$ cat src/rtl/button_pkg.sv
// button_pkg: shared defaults, repeat-state encoding and counter-width helpers for the button front end.
package button_pkg;
  localparam int DEF_CHANNELS = 4;
  localparam bit DEF_ACTIVE_LOW = 1'b1;
  localparam int DEF_DEBOUNCE_CYCLES = 1_250_000;
  localparam int DEF_REPEAT_DELAY_CYCLES = 25_000_000;
  localparam int DEF_REPEAT_RATE_CYCLES = 5_000_000;
  typedef enum logic [1:0] {IDLE, DELAY, RATE} rpt_state_t;
  function automatic int cnt_w(input int n);
    return (n < 2) ? 1 : $clog2(n);
  endfunction
  function automatic int max2(input int a, input int b);
    return (a > b) ? a : b;
  endfunction
  localparam int DEF_DB_W = cnt_w(DEF_DEBOUNCE_CYCLES);
  localparam int DEF_RPT_W = cnt_w(max2(DEF_REPEAT_DELAY_CYCLES, DEF_REPEAT_RATE_CYCLES));
endpackage

$ cat src/rtl/button_channel.sv
// button_channel: synchroniser, debounce, edge strobes and auto-repeat FSM for one button.
module button_channel
  import button_pkg::*;
#(
  parameter bit ACTIVE_LOW = DEF_ACTIVE_LOW,
  parameter int DEBOUNCE_CYCLES = DEF_DEBOUNCE_CYCLES,
  parameter int REPEAT_DELAY_CYCLES = DEF_REPEAT_DELAY_CYCLES,
  parameter int REPEAT_RATE_CYCLES = DEF_REPEAT_RATE_CYCLES
) (
  input  logic clk,
  input  logic reset,
  input  logic btn_in,
  input  logic repeat_en,
  output logic level,
  output logic press_pulse,
  output logic release_pulse,
  output logic repeat_pulse
);
  localparam int DB_W = cnt_w(DEBOUNCE_CYCLES);
  localparam int RPT_W = cnt_w(max2(REPEAT_DELAY_CYCLES, REPEAT_RATE_CYCLES));
  localparam logic [DB_W-1:0] DB_MAX = DB_W'(DEBOUNCE_CYCLES - 1);
  localparam logic [RPT_W-1:0] DLY_MAX = RPT_W'(REPEAT_DELAY_CYCLES - 1);
  localparam logic [RPT_W-1:0] RATE_MAX = RPT_W'(REPEAT_RATE_CYCLES - 1);
  logic [1:0] sync_q;
  logic raw, db_done, rise, fall;
  logic level_q, level_d, press_q, release_q, rpt_q, rpt_d;
  logic [DB_W-1:0] db_cnt_q, db_cnt_d;
  logic [RPT_W-1:0] rpt_cnt_q, rpt_cnt_d;
  rpt_state_t state_q, state_d;
  assign raw = sync_q[1] ^ ACTIVE_LOW;
  always_comb begin
    db_done = (raw != level_q) && (db_cnt_q == DB_MAX);
    db_cnt_d = (raw == level_q || db_done) ? '0 : db_cnt_q + 1'b1;
    level_d = db_done ? raw : level_q;
    rise = level_d & ~level_q;
    fall = ~level_d & level_q;
  end
  // Abort uses the next level so a release edge suppresses any repeat due in that cycle.
  always_comb begin
    state_d = state_q;
    rpt_cnt_d = rpt_cnt_q + 1'b1;
    rpt_d = 1'b0;
    if (!level_d || !repeat_en) begin
      state_d = IDLE;
      rpt_cnt_d = '0;
    end else begin
      case (state_q)
        IDLE: begin
          rpt_cnt_d = '0;
          state_d = rise ? DELAY : IDLE;
        end
        DELAY: if (rpt_cnt_q == DLY_MAX) begin
          rpt_d = 1'b1;
          rpt_cnt_d = '0;
          state_d = RATE;
        end
        RATE: if (rpt_cnt_q == RATE_MAX) begin
          rpt_d = 1'b1;
          rpt_cnt_d = '0;
        end
        default: begin
          state_d = IDLE;
          rpt_cnt_d = '0;
        end
      endcase
    end
  end
  always_ff @(posedge clk or posedge reset)
    if (reset) begin
      sync_q <= {2{ACTIVE_LOW}};
      level_q <= 1'b0;
      db_cnt_q <= '0;
      press_q <= 1'b0;
      release_q <= 1'b0;
      rpt_q <= 1'b0;
      rpt_cnt_q <= '0;
      state_q <= IDLE;
    end else begin
      sync_q <= {sync_q[0], btn_in};
      level_q <= level_d;
      db_cnt_q <= db_cnt_d;
      press_q <= rise;
      release_q <= fall;
      rpt_q <= rpt_d;
      rpt_cnt_q <= rpt_cnt_d;
      state_q <= state_d;
    end
  assign level = level_q;
  assign press_pulse = press_q;
  assign release_pulse = release_q;
  assign repeat_pulse = rpt_q;
endmodule

$ cat src/rtl/button_conditioner.sv
// button_conditioner: multi-channel push-button front end, one independent button_channel per key.
module button_conditioner
  import button_pkg::*;
#(
  parameter int CHANNELS = DEF_CHANNELS,
  parameter bit ACTIVE_LOW = DEF_ACTIVE_LOW,
  parameter int DEBOUNCE_CYCLES = DEF_DEBOUNCE_CYCLES,
  parameter int REPEAT_DELAY_CYCLES = DEF_REPEAT_DELAY_CYCLES,
  parameter int REPEAT_RATE_CYCLES = DEF_REPEAT_RATE_CYCLES
) (
  input  logic                clk,
  input  logic                reset,
  input  logic [CHANNELS-1:0] btn_in,
  input  logic [CHANNELS-1:0] repeat_en,
  output logic [CHANNELS-1:0] level,
  output logic [CHANNELS-1:0] press_pulse,
  output logic [CHANNELS-1:0] release_pulse,
  output logic [CHANNELS-1:0] repeat_pulse
);
  for (genvar c = 0; c < CHANNELS; c++) begin : g_ch
    button_channel #(
      .ACTIVE_LOW(ACTIVE_LOW),
      .DEBOUNCE_CYCLES(DEBOUNCE_CYCLES),
      .REPEAT_DELAY_CYCLES(REPEAT_DELAY_CYCLES),
      .REPEAT_RATE_CYCLES(REPEAT_RATE_CYCLES)
    ) u_ch (
      .clk(clk),
      .reset(reset),
      .btn_in(btn_in[c]),
      .repeat_en(repeat_en[c]),
      .level(level[c]),
      .press_pulse(press_pulse[c]),
      .release_pulse(release_pulse[c]),
      .repeat_pulse(repeat_pulse[c])
    );
  end
endmodule

$ cat config.mk
export PLATFORM = sky130hd
export DESIGN_NAME = button_conditioner
export DESIGN_NICKNAME = d
export VERILOG_FILES = /design/src/rtl/button_pkg.sv /design/src/rtl/button_channel.sv /design/src/rtl/button_conditioner.sv
export SDC_FILE = /design/constraint.sdc
export NUM_CORES = 1
export LEC_CHECK = 0
export CORE_MARGIN = 1
export CORE_UTILIZATION = 50
export CTS_BUF_LIST = sky130_fd_sc_hd__clkbuf_4 sky130_fd_sc_hd__clkbuf_8
export DETAILED_ROUTE_END_ITERATION = 12
export GPL_TIMING_DRIVEN = 0
export PLACE_DENSITY = 0.66
export SLEW_MARGIN = 20
export SYNTH_ARGS = -nofsm -noshare
export SYNTH_HDL_FRONTEND = slang
export SYNTH_SLANG_ARGS = --single-unit
$ cat constraint.sdc
create_clock -name clk -period 17.6 [get_ports clk]
set_input_delay 5.28 -clock clk [delete_from_list [all_inputs] [get_ports clk]]
set_output_delay 5.28 -clock clk [all_outputs]
set_load 0.02 [all_outputs]
==> flow_metrics.py <==
metrics = {
    "timing": {
        "fin_skew_ns": 0.02220,
        "rsz0062_at_grt": "no",
        "fmax_ghz": 0.1429,
        "relSlewSlack": 0.3243,
        "final.setup.tns_ns": 0,
        "worst_pin_slew_ns": 0.9995,
        "hold_violations": 0,
        "min_period_over_period": 0.3976,
        "slew_viol_final": 0,
        "hold_slack_ns": 0.3453,
        "period_needed_ns": 6.999,
        "finalSetupViolCount": 0,
    },
    "place": {
        "placed_area_um2": 11520,
        "port_buffers": 25,
        "dp_hpwl_um": 13430,
        "place.gp.congestion": 0.7983,
    },
    "logic_synthesis": {
        "yosys_warnings": 0,
        "avgSynthCellArea_um2": 9.758,
        "synth-async-reset-ratio": 1.000,
        "ys_seq_area_frac": 0.4986,
        "syn_inst": 1113,
        "synth-edff-count": 0,
        "syn-num-nets": 1147,
        "synth.distinct_cells": 52,
        "synthFlopType": "dfrtp_1",
        "syn-cell-area_um2": 10860,
        "ys_ff_latch": 216,
    },
    "die": {
        "die_h_um": 149.4,
        "die-area_um2": 22310,
        "initial_utilization": 0.5134,
        "rows": 53,
        "die_w_um": 149.4,
        "core_area_um2": 21150,
        "io_pins": 26,
    },
    "worst_setup_path": {
        "path_buf_inv": 2,
        "critPathMaxFanout": 7,
        "worstPathArrival_ns": 1.72,
        "cp.required_ns": 12.32,
        "critPathCaptureType": "output port",
        "crit_type": "reg -> out",
        "cp_slowest_cell": "clkdlybuf4s50_1",
        "path_cells": "buf_4, clkdlybuf4s50_1",
        "slowest_delay_ns": 0.59,
        "path_delay_family": "buffers and inverters",
        "start_kind": "flop",
    },
    "global_route": {
        "overflow": 0,
        "grt_pass1_vias": 7681,
        "track_usage": 0.1946,
        "grt_max_degree": 109,
        "grt_pass1_wl_um": 35700,
        "antenna_found_initial": 0,
    },
    "route": {
        "drt-total-wl_um": 20060,
        "vias_per_cell": 5.260,
        "drc": 0,
        "drt_first_pass_iters": 4,
        "ant_nets": 0,
        "vias": 7801,
        "drtIter0Drc": 425,
        "wl_per_cell_um": 13.53,
    },
    "cts": {
        "cts_tree": "yes",
        "cts_resized": 0,
        "numCtsBuffers": 38,
        "cts_setup_buffers": 0,
        "clock_sinks": 216,
        "insertion_delay_ns": 0.53,
        "htree_levels": 2,
        "clk_path_buf_depth": 3,
        "clkTransAtPathRegs_ns": 0.06,
        "hold_buffers": 0,
        "root_buffer": "clkbuf_8",
    },
    "layout": {
        "syn_to_final_growth_pct": 13.78,
        "nets": 1214,
        "drive_above_1_share": 0.09851,
        "postLayoutCellArea_um2": 12360,
        "n_antenna_cell": 0,
    },
    "worst_hold_path": {
        "hold_class": "reg -> reg",
    },
    "job": {
        "max_cap_viol_count": 0,
    },
    "outcome": {
        "status": "complete, no violations",
    },
    "pwr": {
        "power_density_nw_per_um2": 82.30,
        "peakVddDrop_v": 0.00005016,
        "p_leak_nw": 5.037,
    },
}
-- layer usage --
metal,track usage,up-vias,routed length [µm]
met2,0.2958,107,8838
met5,0,-,0
li1,-,3938,-
met3,0.03976,30,776
met4,0.06327,0,364
met1,0.2774,3726,10080
-- stage by stage --
step	utilization	setup slack [ns]	total power [mW]	cells
2_1_floorplan	-	6.426	0.5258	1113
3_3_place_gp	0.5415	3.598	0.5332	1413
3_5_place_dp	0.5447	10.69	0.5352	1415
4_1_cts	0.5841	10.58	1.037	1483
5_1_grt	0.5841	10.54	1.062	1483
6_report	0.5841	10.60	1.017	1483
-- report_power, final --
part	internal [mW]	switching, mW	total, mW	leakage [nW]
Sequential	0.501	0.00282	0.504	2.98
Clock	0.298	0.193	0.492	0.447
Combinational	0.00617	0.0154	0.0216	1.61
-- worst reg2reg max path: cells and delay by family, from the launching register on --
family                   cells  cell delay [ns]
buffers and inverters        2             0.62
AND/OR/NAND/NOR              3             0.56
AO/OA/AOI/OAI                2             0.56
flip-flops                   1             0.39
adder cells (fa/ha/maj)      1             0.22
-- path summary, 6_finish.rpt --
path | start | endpoint | slack [ns] | depth (start not counted)
max | g_ch[3].u_ch.level | level[3] | 10.60 | 2
min | g_ch[1].u_ch.sync_q[0] | g_ch[1].u_ch.sync_q[1] | 0.35 | 0
max reg2reg | g_ch[0].u_ch.rpt_cnt_q[0] | g_ch[0].u_ch.rpt_cnt_q[14] | 15.12 | 8
min reg2reg | g_ch[1].u_ch.sync_q[0] | g_ch[1].u_ch.sync_q[1] | 0.35 | 0
max in group asynchronous | reset | g_ch[1].u_ch.rpt_cnt_q[7] | 11.31 | 4
min in group asynchronous | reset | g_ch[3].u_ch.repeat_pulse | 5.10 | 2
-- synthesized netlist by cell type (all sizes together), types with 5 or more instances --
cell type	count	area (µm²)
and2	6	37.54
and3	29	182.7
and4	16	140.1
buf	23	172.7
clkbuf	15	56.30
dfrtp	208	5205
dfstp	8	210.2
ha	24	300.3
inv	48	180.2
nand2	65	244.0
nand3	69	345.3
nand4	49	306.5
nand4b	6	52.55
nor2	216	810.8
nor3	36	180.2
nor4	27	168.9
nor4b	14	122.6
o21ai	12	60.06
o22ai	5	57.55
or2	6	37.54
or3	6	38.79
or4	13	108.9
xnor2	84	735.7
xor2	87	762.0
-- sequential cells by signal (all words and copies together), names as in the netlist --
name	count
g_ch.u_ch.rpt_cnt_q	100
g_ch.u_ch.repeat_pulse	4
g_ch.u_ch.sync_q	8
g_ch.u_ch.press_pulse	4
g_ch.u_ch.release_pulse	4
g_ch.u_ch.db_cnt_q	84
g_ch.u_ch.level	4
g_ch.u_ch.state_q	8
-- cells by family after synthesis --
| kind of cell | count (synthesis) | synth area share |
|---|---|---|
| simple gates | 576 | 0.2703 |
| fa+ha+maj | 24 | 0.02765 |
| flops | 216 | 0.4986 |
| mux | 3 | 0.002765 |
| xor+xnor | 171 | 0.1379 |
| compound gates | 37 | 0.02512 |
| buf+inv | 86 | 0.03767 |
-- cell usage in the layout (no fill, tap or decap), drive strengths merged, types with 8 or more instances in the layout --
master           n
xnor2           84
nor4            27
buf             25
nor4b           14
dfstp            8
o21ai           12
xor2            87
or4             13
ha              24
nand2           65
nor3            36
nand3           69
clkbuf          82
clkdlybuf4s50   25
nand4           49
nor2           216
and4            16
dfrtp          208
and3            29
inv             48
-- layout make-up --
cell class,count,area [µm²]
sequential,216,5415
tap,275,344.1
clock buffer,67,803.3
multi-input combinational,811,5042
buffer,38,229.0
timing repair buffer,27,305.3
fill,1894,8797
clock inverter,1,30.03
inverter,48,187.7
(Power assumes the default switching activity.)
